--- src/rtl/sdram_port_arbiter.sv ---
`default_nettype none
// ============================================================================
// Module   : sdram_port_arbiter
// Summary  : Shares one SDRAM controller port between video (m0), CPU (m1)
//            and blitter (m2); one single-word transaction at a time.
// Revision : 1.0  initial release
// ============================================================================
module sdram_port_arbiter #(
  parameter int ADDR_WIDTH   = 24,
  parameter int DATA_WIDTH   = 32,
  parameter int STARVE_LIMIT = 8
) (
  input  logic                    clk,
  input  logic                    reset_i,

  input  logic                    m0_req_i,
  input  logic                    m0_we_i,
  input  logic [ADDR_WIDTH-1:0]   m0_addr_i,
  input  logic [DATA_WIDTH-1:0]   m0_wdata_i,
  input  logic [DATA_WIDTH/8-1:0] m0_wmask_i,
  output logic                    m0_ack_o,
  output logic [DATA_WIDTH-1:0]   m0_rdata_o,

  input  logic                    m1_req_i,
  input  logic                    m1_we_i,
  input  logic [ADDR_WIDTH-1:0]   m1_addr_i,
  input  logic [DATA_WIDTH-1:0]   m1_wdata_i,
  input  logic [DATA_WIDTH/8-1:0] m1_wmask_i,
  output logic                    m1_ack_o,
  output logic [DATA_WIDTH-1:0]   m1_rdata_o,

  input  logic                    m2_req_i,
  input  logic                    m2_we_i,
  input  logic [ADDR_WIDTH-1:0]   m2_addr_i,
  input  logic [DATA_WIDTH-1:0]   m2_wdata_i,
  input  logic [DATA_WIDTH/8-1:0] m2_wmask_i,
  output logic                    m2_ack_o,
  output logic [DATA_WIDTH-1:0]   m2_rdata_o,

  output logic                    mem_req_o,
  output logic                    mem_we_o,
  output logic [ADDR_WIDTH-1:0]   mem_addr_o,
  output logic [DATA_WIDTH-1:0]   mem_wdata_o,
  output logic [DATA_WIDTH/8-1:0] mem_wmask_o,
  input  logic                    mem_ready_i,
  input  logic                    mem_rvalid_i,
  input  logic [DATA_WIDTH-1:0]   mem_rdata_i
);

  localparam int         c_MASK_WIDTH   = DATA_WIDTH / 8;
  localparam logic [7:0] c_STARVE_LIMIT = 8'(STARVE_LIMIT);
  localparam logic [7:0] c_STARVE_MAX   = 8'hFF;

  typedef enum logic [1:0] {
    S_IDLE    = 2'd0,
    S_ISSUE   = 2'd1,
    S_WAIT_RD = 2'd2,
    S_DONE    = 2'd3
  } state_t;

  state_t                r_state;
  logic [2:0]            r_grant;      // one-hot, 0 = no grant
  logic                  r_we;
  logic                  r_rr_m2;      // 1: m2 favoured on an m1/m2 tie
  logic [7:0]            r_starve_cnt;
  logic                  r_mem_req;
  logic [2:0]            r_ack;
  logic [DATA_WIDTH-1:0] r_rdata0;
  logic [DATA_WIDTH-1:0] r_rdata1;
  logic [DATA_WIDTH-1:0] r_rdata2;

  logic                  w_others;
  logic                  w_any;
  logic                  w_m0_win;
  logic                  w_pick_m2;
  logic [2:0]            w_win;
  logic                  w_win_we;

  assign w_others  = m1_req_i | m2_req_i;
  assign w_any     = m0_req_i | w_others;
  assign w_m0_win  = m0_req_i & ((r_starve_cnt < c_STARVE_LIMIT) | ~w_others);
  assign w_pick_m2 = m2_req_i & (~m1_req_i | r_rr_m2);

  always_comb begin
    w_win    = 3'b000;
    w_win_we = 1'b0;
    if (w_m0_win) begin
      w_win    = 3'b001;
      w_win_we = m0_we_i;
    end else if (w_pick_m2) begin
      w_win    = 3'b100;
      w_win_we = m2_we_i;
    end else if (m1_req_i) begin
      w_win    = 3'b010;
      w_win_we = m1_we_i;
    end
  end

  // Request fields follow the granted master's live inputs for the whole grant.
  always_comb begin
    mem_we_o    = 1'b0;
    mem_addr_o  = '0;
    mem_wdata_o = '0;
    mem_wmask_o = {c_MASK_WIDTH{1'b0}};
    if (r_grant[0]) begin
      mem_we_o    = m0_we_i;
      mem_addr_o  = m0_addr_i;
      mem_wdata_o = m0_wdata_i;
      mem_wmask_o = m0_wmask_i;
    end else if (r_grant[1]) begin
      mem_we_o    = m1_we_i;
      mem_addr_o  = m1_addr_i;
      mem_wdata_o = m1_wdata_i;
      mem_wmask_o = m1_wmask_i;
    end else if (r_grant[2]) begin
      mem_we_o    = m2_we_i;
      mem_addr_o  = m2_addr_i;
      mem_wdata_o = m2_wdata_i;
      mem_wmask_o = m2_wmask_i;
    end
  end

  always_ff @(posedge clk or negedge reset_i) begin
    if (!reset_i) begin
      r_state      <= S_IDLE;
      r_grant      <= 3'b000;
      r_we         <= 1'b0;
      r_rr_m2      <= 1'b0;
      r_starve_cnt <= 8'd0;
      r_mem_req    <= 1'b0;
      r_ack        <= 3'b000;
      r_rdata0     <= '0;
      r_rdata1     <= '0;
      r_rdata2     <= '0;
    end else begin
      r_ack <= 3'b000;
      case (r_state)
        S_IDLE: begin
          if (w_any) begin
            r_grant   <= w_win;
            r_we      <= w_win_we;
            r_mem_req <= 1'b1;
            r_state   <= S_ISSUE;
            if (w_m0_win) begin
              if (!w_others) begin
                r_starve_cnt <= 8'd0;
              end else if (r_starve_cnt != c_STARVE_MAX) begin
                r_starve_cnt <= r_starve_cnt + 8'd1;
              end
            end else begin
              r_starve_cnt <= 8'd0;
              r_rr_m2      <= ~w_pick_m2;
            end
          end
        end
        S_ISSUE: begin
          if (mem_ready_i) begin
            r_mem_req <= 1'b0;
            if (r_we) begin
              r_ack   <= r_grant;
              r_state <= S_DONE;
            end else begin
              r_state <= S_WAIT_RD;
            end
          end
        end
        S_WAIT_RD: begin
          if (mem_rvalid_i) begin
            if (r_grant[0]) r_rdata0 <= mem_rdata_i;
            if (r_grant[1]) r_rdata1 <= mem_rdata_i;
            if (r_grant[2]) r_rdata2 <= mem_rdata_i;
            r_ack   <= r_grant;
            r_state <= S_DONE;
          end
        end
        S_DONE: begin
          r_grant <= 3'b000;
          r_state <= S_IDLE;
        end
        default: begin
          r_grant   <= 3'b000;
          r_mem_req <= 1'b0;
          r_state   <= S_IDLE;
        end
      endcase
    end
  end

  assign mem_req_o  = r_mem_req;
  assign m0_ack_o   = r_ack[0];
  assign m1_ack_o   = r_ack[1];
  assign m2_ack_o   = r_ack[2];
  assign m0_rdata_o = r_rdata0;
  assign m1_rdata_o = r_rdata1;
  assign m2_rdata_o = r_rdata2;

endmodule
`default_nettype wire

--- config.mk ---
export PLATFORM = sky130hd
export DESIGN_NAME = sdram_port_arbiter
export DESIGN_NICKNAME = d
export VERILOG_FILES = /design/src/rtl/sdram_port_arbiter.sv
export SDC_FILE = /design/constraint.sdc
export NUM_CORES = 1
export LEC_CHECK = 0
export ABC_AREA = 1
export CORE_AREA = 2 2 149 151
export DETAILED_ROUTE_END_ITERATION = 16
export DIE_AREA = 0 0 151 153
export PLACE_DENSITY = 0.68
export RECOVER_POWER = 100
export SYNTH_ARGS = -nofsm -noshare
export SYNTH_HDL_FRONTEND = slang
export SYNTH_SLANG_ARGS = --single-unit
--- constraint.sdc ---
create_clock -name clk -period 2.6 [get_ports clk]
set_clock_uncertainty 0.05 [all_clocks]
set_input_delay 0.39 -clock clk [delete_from_list [all_inputs] [get_ports clk]]
set_output_delay 0.39 -clock clk [all_outputs]
set_load 0.02 [all_outputs]
=== Word-level counts from Yosys, hierarchy flattened ===
Index checks and enable logic that the tools add are counted.

* Flip-flop bits (word level): 115
* Output and inout port bits: 161
* Bits of input ports: 222
* Word-level logic and storage cells: 77
* Memory bits (writable): 0
* Memories kept: 0
* Latch bits: 0
* Memory bits (read-only): 0

* Multiply operators: 0
* Multiplexer cells: 35
* Add/sub/neg operators: 1
* Divide/modulo/power cells: 0
* Shifts and indexed selects: 0
* Magnitude comparators: 1
* Equal/unequal tests: 8
* Reduce and logical (&&, ||, !) cells: 12
* Bitwise gates (word level): 10

{| class="wikitable"
|+ Operators by type and width
! kind !! number
|-
| 2-to-1 mux 32 bit || 3
|-
| 2-to-1 mux 24 bit || 3
|-
| 2-to-1 mux 8 bit || 3
|-
| AND reduction 3 bit || 7
|-
| 2-to-1 mux 3 bit || 6
|-
| 2-to-1 mux 4 bit || 3
|-
| one-hot mux 3 bit (2 select lines) || 2
|-
| 2-to-1 mux 1 bit || 9
|-
| adder 8 x 1 -> 8 bit, second input constant || 1
|-
| less-than comparator 8 x 4 -> 1 bit, second input constant || 1
|-
| 2-to-1 mux 2 bit || 4
|-
| != test 8 bit, second input constant || 1
|-
| one-hot mux 2 bit (4 select lines) || 1
|-
| != test 2 bit, second input constant || 3
|-
| equality test 2 bit, second input constant || 2
|-
| NOT 1 bit || 4
|-
| bitwise OR 1 bit || 4
|-
| AND reduction 2 bit || 2
|-
| nonzero test 2 bit || 2
|-
| != test 3 x 2 -> 1 bit, second input constant || 1
|-
| AND 1 bit || 2
|-
| equality test 2 x 1 -> 1 bit, second input constant || 1
|-
| logical NOT 2 bit || 1
|-
| one-hot mux 1 bit (2 select lines) || 1
|}

=== Logic depth before layout (Yosys ltp) ===
Gate-level depths: netlist of run 1.

* Word-level depth: 7
* Gate-level depth with buffers: 9
* Gate-level depth less buffers: 7

=== Worst setup path before layout of run 1 ===
Ideal clock, no wire load.

* Kind: register to output
* Start point: register r_grant[1]
* End point: output port mem_addr_o[0]
* Cell stages (with the launch flop): 6
* Path buffers: 2
* Data required time: 2,160 ps
* Arrival time: 1,339 ps
* Slack: 821 ps
* Cell sequence: dfrtp_1 buf_4 inv_2 clkbuf_1 nand3_1 a21oi_1

* Cells in the longest elaborated chain, start to end: 2

{| class="wikitable"
|+ RTL lines
! item !! RTL line !! source
|-
| start, declared || 62 || <nowiki>logic [2:0] r_grant;</nowiki>
|-
| start signal, assigned || 140 || <nowiki>r_grant <= w_win;</nowiki>
|-
| 2-to-1 mux 24 bit || 110 || <nowiki>end else if (r_grant[1]) begin</nowiki>
|-
| 2-to-1 mux 24 bit || 105 || <nowiki>if (r_grant[0]) begin</nowiki>
|-
| end, declared || 42 || <nowiki>output logic [ADDR_WIDTH-1:0] mem_addr_o,</nowiki>
|}

No other way between the ends.

=== Worst setup path in the final report of run 1 ===
* Start point: register r_grant[1]
* End point: output port mem_wdata_o[6]

* Cells in the longest elaborated chain, start to end: 2

{| class="wikitable"
|+ RTL lines
! item !! RTL line !! source
|-
| 2-to-1 mux 32 bit || 110 ||
|-
| 2-to-1 mux 32 bit || 105 ||
|-
| end, declared || 43 || <nowiki>output logic [DATA_WIDTH-1:0] mem_wdata_o,</nowiki>
|}

No other way between the ends.

==> metrics.cfg, run 1 <==
[logic_synthesis]
synth-edff-count = 0
avgSynthCellArea_um2 = 7.79
syn-num-nets = 973
netlist.area_leader.share = 0.496
syn-instance-count = 745
ys_types = 25
synth_common_cells = a21oi_1 (125), nand2_1 (123), dfrtp_1 (115)
yosysMostFrequentCell = a21oi_1
synth_area_um2 = 5800
synth_top_area_cell = dfrtp_1
ys_seq_elements = 115
synthArstFlopShare = 1.00
synthTopCellsByArea = dfrtp_1 (50%), a21oi_1 (11%), nand2_1 (8.0%)
ys_seq_area_frac = 0.496
ys_warn_count = 0
synth_flop_cell = dfrtp_1

[detailed_routing]
drt_pass1_iterations = 7
wl_per_cell_um = 18.0
detail_route.iter0.violations = 398
vias = 6655
via_per_inst = 4.71
ant_nets = 0
drc = 0
totalWireLength_um = 25400

[timing]
setup_tns_ns = 0
layout_min_cycle_time_ns = 2.54
clock.fmax_mhz = 394
relSlewSlack = 0.189
worst_slew_pin_slew_ns = 1.22
rsz0062_at_grt = false
finalSetupViolCount = 0
finalCritPeriodShare = 0.977
whs_ns = 0.425
hold_viol_final = 0
finalMaxSlewViolations = 0

[cells_and_area]
n_antenna_cell = 0
multiInputGateArea_um2 = 2430
drive_gt1_frac = 0.0645
area.sequential_um2 = 2880
final_nets = 1347
fillers = 2118
synthToLayoutAreaGrowth_pct = 79.7

[global_route]
grt_util_all_layers = 0.213
overflow = 0
grt_max_degree = 66
grt_pass1_vias = 6581
antenna_found_initial = 0
grt_pass1_wl_um = 37400

[cts]
path_clk_slew_ns = 0.05
clock_sinks = 115
h-tree-depth = 4
cts_tree = built
clockRootBuffer = clkbuf_16
clock_path_buffers = 2
cts_buffers = 17
clk_latency_ns = 0.40

[die]
boundaryPins = 383
dieArea_um2 = 23100
initial_core_util = 0.270
dieHeight_um = 153
die_w_um = 151
row_count = 54
core_area_um2 = 21500

[placed_design]
io_buffer_count = 382
globalplace.congestion = 0.876
dp_hpwl_um = 19600

[power_and_ir_drop]
swShare = 0.446
cellInternalPower_mw = 6.67
p_seq_frac = 0.239
leakage_nw = 4.78
peakVddDrop_uv = 509
p_comb_frac = 0.566
powerDensity_nw_per_um2 = 1160
p_sw_mw = 5.38
pwr-share-clk = 0.194

[setup_path]
max_stage_delay_ns = 0.42
critPathMaxFanout = 41
cp.required_ns = 2.16
path_class = register to primary output
crit_family = buffers and inverters
cp_slowest_cell = dfrtp_2
arrival_ns = 2.10
cp_cell_sequence = inv_2, buf_12, nand3_1, a21oi_1, dlygate4sd2_1
worstReg2RegEnd = m2_rdata_o[14]$_DFFE_PN0P_
r2r-start = r_grant[2]$_DFFE_PN0P_
crit_buf_inv = 3
r2r_setup_slack_ns = 0.34
worstSetupEndpointType = primary output
setup.worst_path.start_class = register
r2r_cells = 5

[min_path]
min_to = m2_rdata_o[24]$_DFFE_PN0P_
worstHoldPathCells = 2
hp-start = m2_rdata_o[24]$_DFFE_PN0P_
hold_path_class = register to register

[run_status]
outcome = finished, final reports clean

[run]
drv_cap = 0

==> tightest hold or removal path, cell delays in order (launching register included) <==
cell     delay [ns]
dfrtp_1        0.33
nand2_1        0.05
o21ai_0        0.06
==> per-layer routing <==
metal / GRT usage / wire length (µm) / vias to the layer above
met5: 0 / 0 / -
met4: 0.0903 / 944 / 0
met3: 0.0716 / 2300 / 48
met2: 0.358 / 12300 / 308
met1: 0.248 / 9830 / 3070
li1: - / - / 3229
==> layout by cell type, fill, tap and decap left out, types with 2 or more instances in the layout <==
cell and count:
nand2_1 124, bufinv_16 2, nand4_1 2, buf_4 18
clkinv_4 2, o21ai_0 105, o21ai_1 2, clkbuf_1 20
inv_1 50, dlygate4sd2_1 28, clkbuf_16 17, dfrtp_2 2
nor2_1 78, dfrtp_1 112, clkinvlp_4 2, buf_12 8
ha_1 6, clkinv_2 2, a21oi_1 125, clkdlybuf4s50_1 228
clkbuf_2 3, clkbuf_8 2, inv_6 5, inv_2 2
clkbuf_4 2, dlygate4sd3_1 101, nand3_1 71
==> kinds of logic (layout without fill, tap and decap cells) <==
group | Yosys count | after routing | share of synthesized area
AO/OA/AOI/OAI | 235 | 235 | 0.204
XOR/XNOR | 1 | 1 | 0.00151
flip-flops | 115 | 115 | 0.496
AND/OR/NAND/NOR | 280 | 280 | 0.201
adder cells (fa/ha/maj) | 6 | 6 | 0.0129
buffers and inverters | 108 | 495 | 0.0839
==> state kept, by name, indices dropped and copies added, names as in the netlist <==
| signal | cells |
|---|---|
| m0_rdata_o | 32 |
| m1_rdata_o | 32 |
| m2_rdata_o | 32 |
| mem_req_o | 1 |
| r_ack | 3 |
| r_grant | 3 |
| r_rr_m2 | 1 |
| r_starve_cnt | 8 |
| r_state | 2 |
| r_we | 1 |
==> metrics by stage <==
stage	util	total power [mW]	cell area, µm²	setup slack (ns)	std cells
2_1_floorplan	-	6.45	5800	0.821	745
3_3_place_gp	0.466	10.5	10000	0.0699	1376
3_5_place_dp	0.466	10.5	10000	0.117	1376
4_1_cts	0.495	12.8	10600	0.00332	1412
5_1_grt	0.485	12.8	10400	0.00175	1412
6_report	0.485	12.0	10400	0.0601	1412
==> power groups by stage <==
stage	clock, mW	combinational (mW)	sequential, mW
2_1_floorplan	0	2.80	3.65
3_3_place_gp	0	7.54	2.94
3_5_place_dp	0	7.57	2.97
4_1_cts	2.40	7.50	2.92
5_1_grt	2.50	7.33	2.98
6_report	2.34	6.82	2.88
==> how the worst max path moves through the flow <==
stage               slack (ns)              startpoint         endpoint  cells after the start
floorplan                 0.82  r_grant[1]$_DFFE_PN0P_    mem_addr_o[0]                      5
global placement          0.07  r_grant[2]$_DFFE_PN0P_  mem_wdata_o[29]                      4
detailed placement        0.12  r_grant[2]$_DFFE_PN0P_   mem_wdata_o[6]                      4
CTS                      0.003  r_grant[0]$_DFFE_PN0P_  mem_wdata_o[16]                      5
global route             0.002  r_grant[1]$_DFFE_PN0P_   mem_addr_o[19]                      5
finish                    0.06  r_grant[1]$_DFFE_PN0P_   mem_wdata_o[6]                      5
==> cell type report <==
type | count | share of cell area
repair buffers | 410 | 0.380
flip-flops and latches | 115 | 0.277
multi-input cells | 522 | 0.233
clock buffers | 19 | 0.0434
well taps | 280 | 0.0336
inverters | 53 | 0.0193
clock inverters | 13 | 0.0140
==> what timing repair did <==
item	CTS	global route
setup endpoints to repair	42	21
hold endpoints to repair	32	0
hold buffers	1	0
setup buffers	3	0
gates resized for setup	29	16
No activity file was read; power rests on OpenSTA's default activity.
==> run 2: changes to the inputs <==
--- a/config.mk
+++ b/config.mk
@@ -6,10 +6,10 @@
 export NUM_CORES = 1
 export LEC_CHECK = 0
 export ABC_AREA = 1
-export CORE_AREA = 2 2 149 151
+export CORE_MARGIN = 2
+export CORE_UTILIZATION = 25
 export DETAILED_ROUTE_END_ITERATION = 16
-export DIE_AREA = 0 0 151 153
-export PLACE_DENSITY = 0.68
+export PLACE_DENSITY = 0.64
 export RECOVER_POWER = 100
 export SYNTH_ARGS = -nofsm -noshare
 export SYNTH_HDL_FRONTEND = slang
==> run 2 against run 1 <==
Compared with the run above: sequential cell count unchanged; clock power grew 7%; largest cell class unchanged; total power rose by 1.6%; non-clock buffer count is 7 higher; cell area grew 0.65%; worst hold slack got worse by 0.0018 ns; maximum frequency grew 0.38%; largest power group unchanged; sequential share of layout area down 0.20 points; first-iteration DRC count rose by 8.5%; core utilization down 2.3 points; critical endpoint is now mem_wdata_o[9].
==> metrics.cfg, run 2 (same netlist as run 1, synthesis figures left out) <==
[timing]
whs_ns = 0.423  ; -0.00179 ns
hold_viol_final = 0  ; unchanged
worst_slew_pin_slew_ns = 0.858  ; -0.359 ns
rsz0062_at_grt = false
clock.fmax_mhz = 395  ; +0.38%
finalSetupViolCount = 0  ; unchanged
worst_slack_ns = 0.0696  ; +0.00949 ns
layout_min_cycle_time_ns = 2.53  ; -0.00949 ns
finalCritPeriodShare = 0.973  ; -0.00365
setup_tns_ns = 0  ; unchanged
relSlewSlack = 0.428  ; +0.239
finalMaxSlewViolations = 0  ; unchanged

[cts]
cts_tree = built
clockRootBuffer = clkbuf_16
path_clk_slew_ns = 0.05  ; about the same
clock_sinks = 115  ; unchanged
h-tree-depth = 4  ; unchanged
cts_buffers = 17  ; unchanged
clk_latency_ns = 0.41  ; about the same
clock_path_buffers = 2  ; unchanged

[power_and_ir_drop]
swShare = 0.443  ; -0.00304
peakVddDrop_uv = 472  ; -7.2%
leakage_nw = 4.82  ; +0.79%
cellInternalPower_mw = 6.81  ; +2.2%
powerDensity_nw_per_um2 = 1170  ; +0.94%
p_comb_frac = 0.561  ; -0.005
p_seq_frac = 0.235  ; -0.004
p_sw_mw = 5.43  ; +0.90%
pwr-share-clk = 0.205  ; +0.011

[run]
drv_cap = 0  ; unchanged

[detailed_routing]
vias = 6646  ; -0.14%
drc = 0  ; unchanged
totalWireLength_um = 25900  ; +2.0%
detail_route.iter0.violations = 432  ; +8.5%
via_per_inst = 4.67  ; -0.98%
ant_nets = 0  ; unchanged
drt_pass1_iterations = 5  ; -2
wl_per_cell_um = 18.2  ; +1.1%

[placed_design]
globalplace.congestion = 0.869  ; -0.74%
dp.cells = 1387  ; +0.80%
io_buffer_count = 382  ; unchanged
pre_cts_slack_ns = 0.0248  ; -0.0919 ns
dp_hpwl_um = 19800  ; +1.2%

[setup_path]
cp_cell_sequence = buf_4, a21oi_1, a21oi_1, clkdlybuf4s50_1
path_class = register to primary output
setup.worst_path.start_class = register
r2r_cells = 5  ; unchanged
r2r-start = r_state[0]$_DFFE_PN0P_
cp_slowest_cell = clkdlybuf4s50_1
arrival_ns = 2.09  ; about the same
r2r_setup_slack_ns = 0.39  ; +0.05 ns
cp.required_ns = 2.16  ; about the same
cp-startpoint = r_grant[0]$_DFFE_PN0P_
worstSetupEndpointType = primary output
path_common_cell = a21oi_1
critPathMaxFanout = 17  ; -59%
worstReg2RegEnd = m2_rdata_o[22]$_DFFE_PN0P_
max_stage_delay_ns = 0.56  ; +0.14 ns

[global_route]
grt_max_degree = 66  ; unchanged
overflow = 0  ; unchanged
grt_pass1_wl_um = 37300  ; -0.32%
antenna_found_initial = 1  ; +1
grt_pass1_vias = 6528  ; -0.81%
grt_util_all_layers = 0.203  ; -0.0105

[die]
boundaryPins = 383  ; unchanged
initial_core_util = 0.255  ; -0.0145
dieHeight_um = 156  ; +2.2%
core_area_um2 = 22700  ; +5.7%
dieArea_um2 = 24400  ; +5.8%
row_count = 55  ; +1.9%
die_w_um = 156  ; +3.5%

[cells_and_area]
final_common_cell = clkdlybuf4s50_1
synthToLayoutAreaGrowth_pct = 80.9
fillers = 2249  ; +6.2%
mostFrequentLayoutCells = clkdlybuf4s50_1 (222), nand2_1 (124), a21oi_1 (123)
drive_gt1_frac = 0.0737  ; +0.00926
n_antenna_cell = 0  ; unchanged
final_nets = 1354  ; +0.52%
final_cells = 1424  ; +0.85%

[min_path]
min_to = m2_rdata_o[11]$_DFFE_PN0P_
hp-start = m2_rdata_o[11]$_DFFE_PN0P_
hold_path_class = register to register
worstHoldPathCells = 2  ; unchanged

[run_status]
outcome = finished, final reports clean

==> run 2: power groups by stage <==
stage,Sequential [mW],Combinational [mW],Clock [mW]
3_3_place_gp,2.92,7.54,0
6_report,2.87,6.86,2.50
5_1_grt,2.97,7.38,2.65
3_5_place_dp,2.94,7.58,0
4_1_cts,2.91,7.48,2.57
2_1_floorplan,3.65,2.80,0
==> run 2: area by class of cell <==
cell class,instances,area (µm²),area share
Clock inverter,14,200,0.0191
Multi-Input combinational cell,522,2440,0.232
Inverter,53,201,0.0192
Clock buffer,18,439,0.0419
Tap cell,285,357,0.0340
Sequential cell,115,2880,0.275
Timing Repair Buffer,417,3980,0.379
==> run 2: repair_timing <==
item	CTS	global route
gates cloned	0	1
pin swaps	0	0
resized for setup	29	21
setup buffers	3	0
hold buffers	1	0
hold endpoints to repair	32	0
endpoints found under the setup margin	36	22
==> run 2: routing by layer <==
| layer | track usage | routed length (µm) | part of all wire | up-vias |
|---|---|---|---|---|
| li1 | - | - | - | 3244 |
| met1 | 0.231 | 9970 | 0.38 | 3032 |
| met2 | 0.347 | 12800 | 0.49 | 328 |
| met3 | 0.0701 | 2280 | 0.088 | 40 |
| met4 | 0.0843 | 843 | 0.033 | 2 |
| met5 | 0 | 13 | 0.00050 | - |
==> run 2: worst max-delay path by stage <==
stage,to,slack [ns],depth (start not counted)
finish,mem_wdata_o[9],0.07,4
global route,mem_wdata_o[30],0.01,5
CTS,mem_wdata_o[16],0.004,5
detailed placement,mem_wdata_o[30],0.02,5
global placement,mem_wdata_o[30],0.02,5
floorplan,mem_addr_o[0],0.82,5
==> run 2: critical path, delay by kind of cell (launching register included) <==
kind            cells  cell delay, ns
compound gates      2            0.43
buf+inv             2            0.79
flops               1            0.46
==> run 2: through the flow <==
step,power [mW],util,area (µm²)
2_1_floorplan,6.45,-,5800
3_3_place_gp,10.5,0.442,10000
3_5_place_dp,10.5,0.442,10000
4_1_cts,13.0,0.470,10700
5_1_grt,13.0,0.462,10500
6_report,12.2,0.462,10500
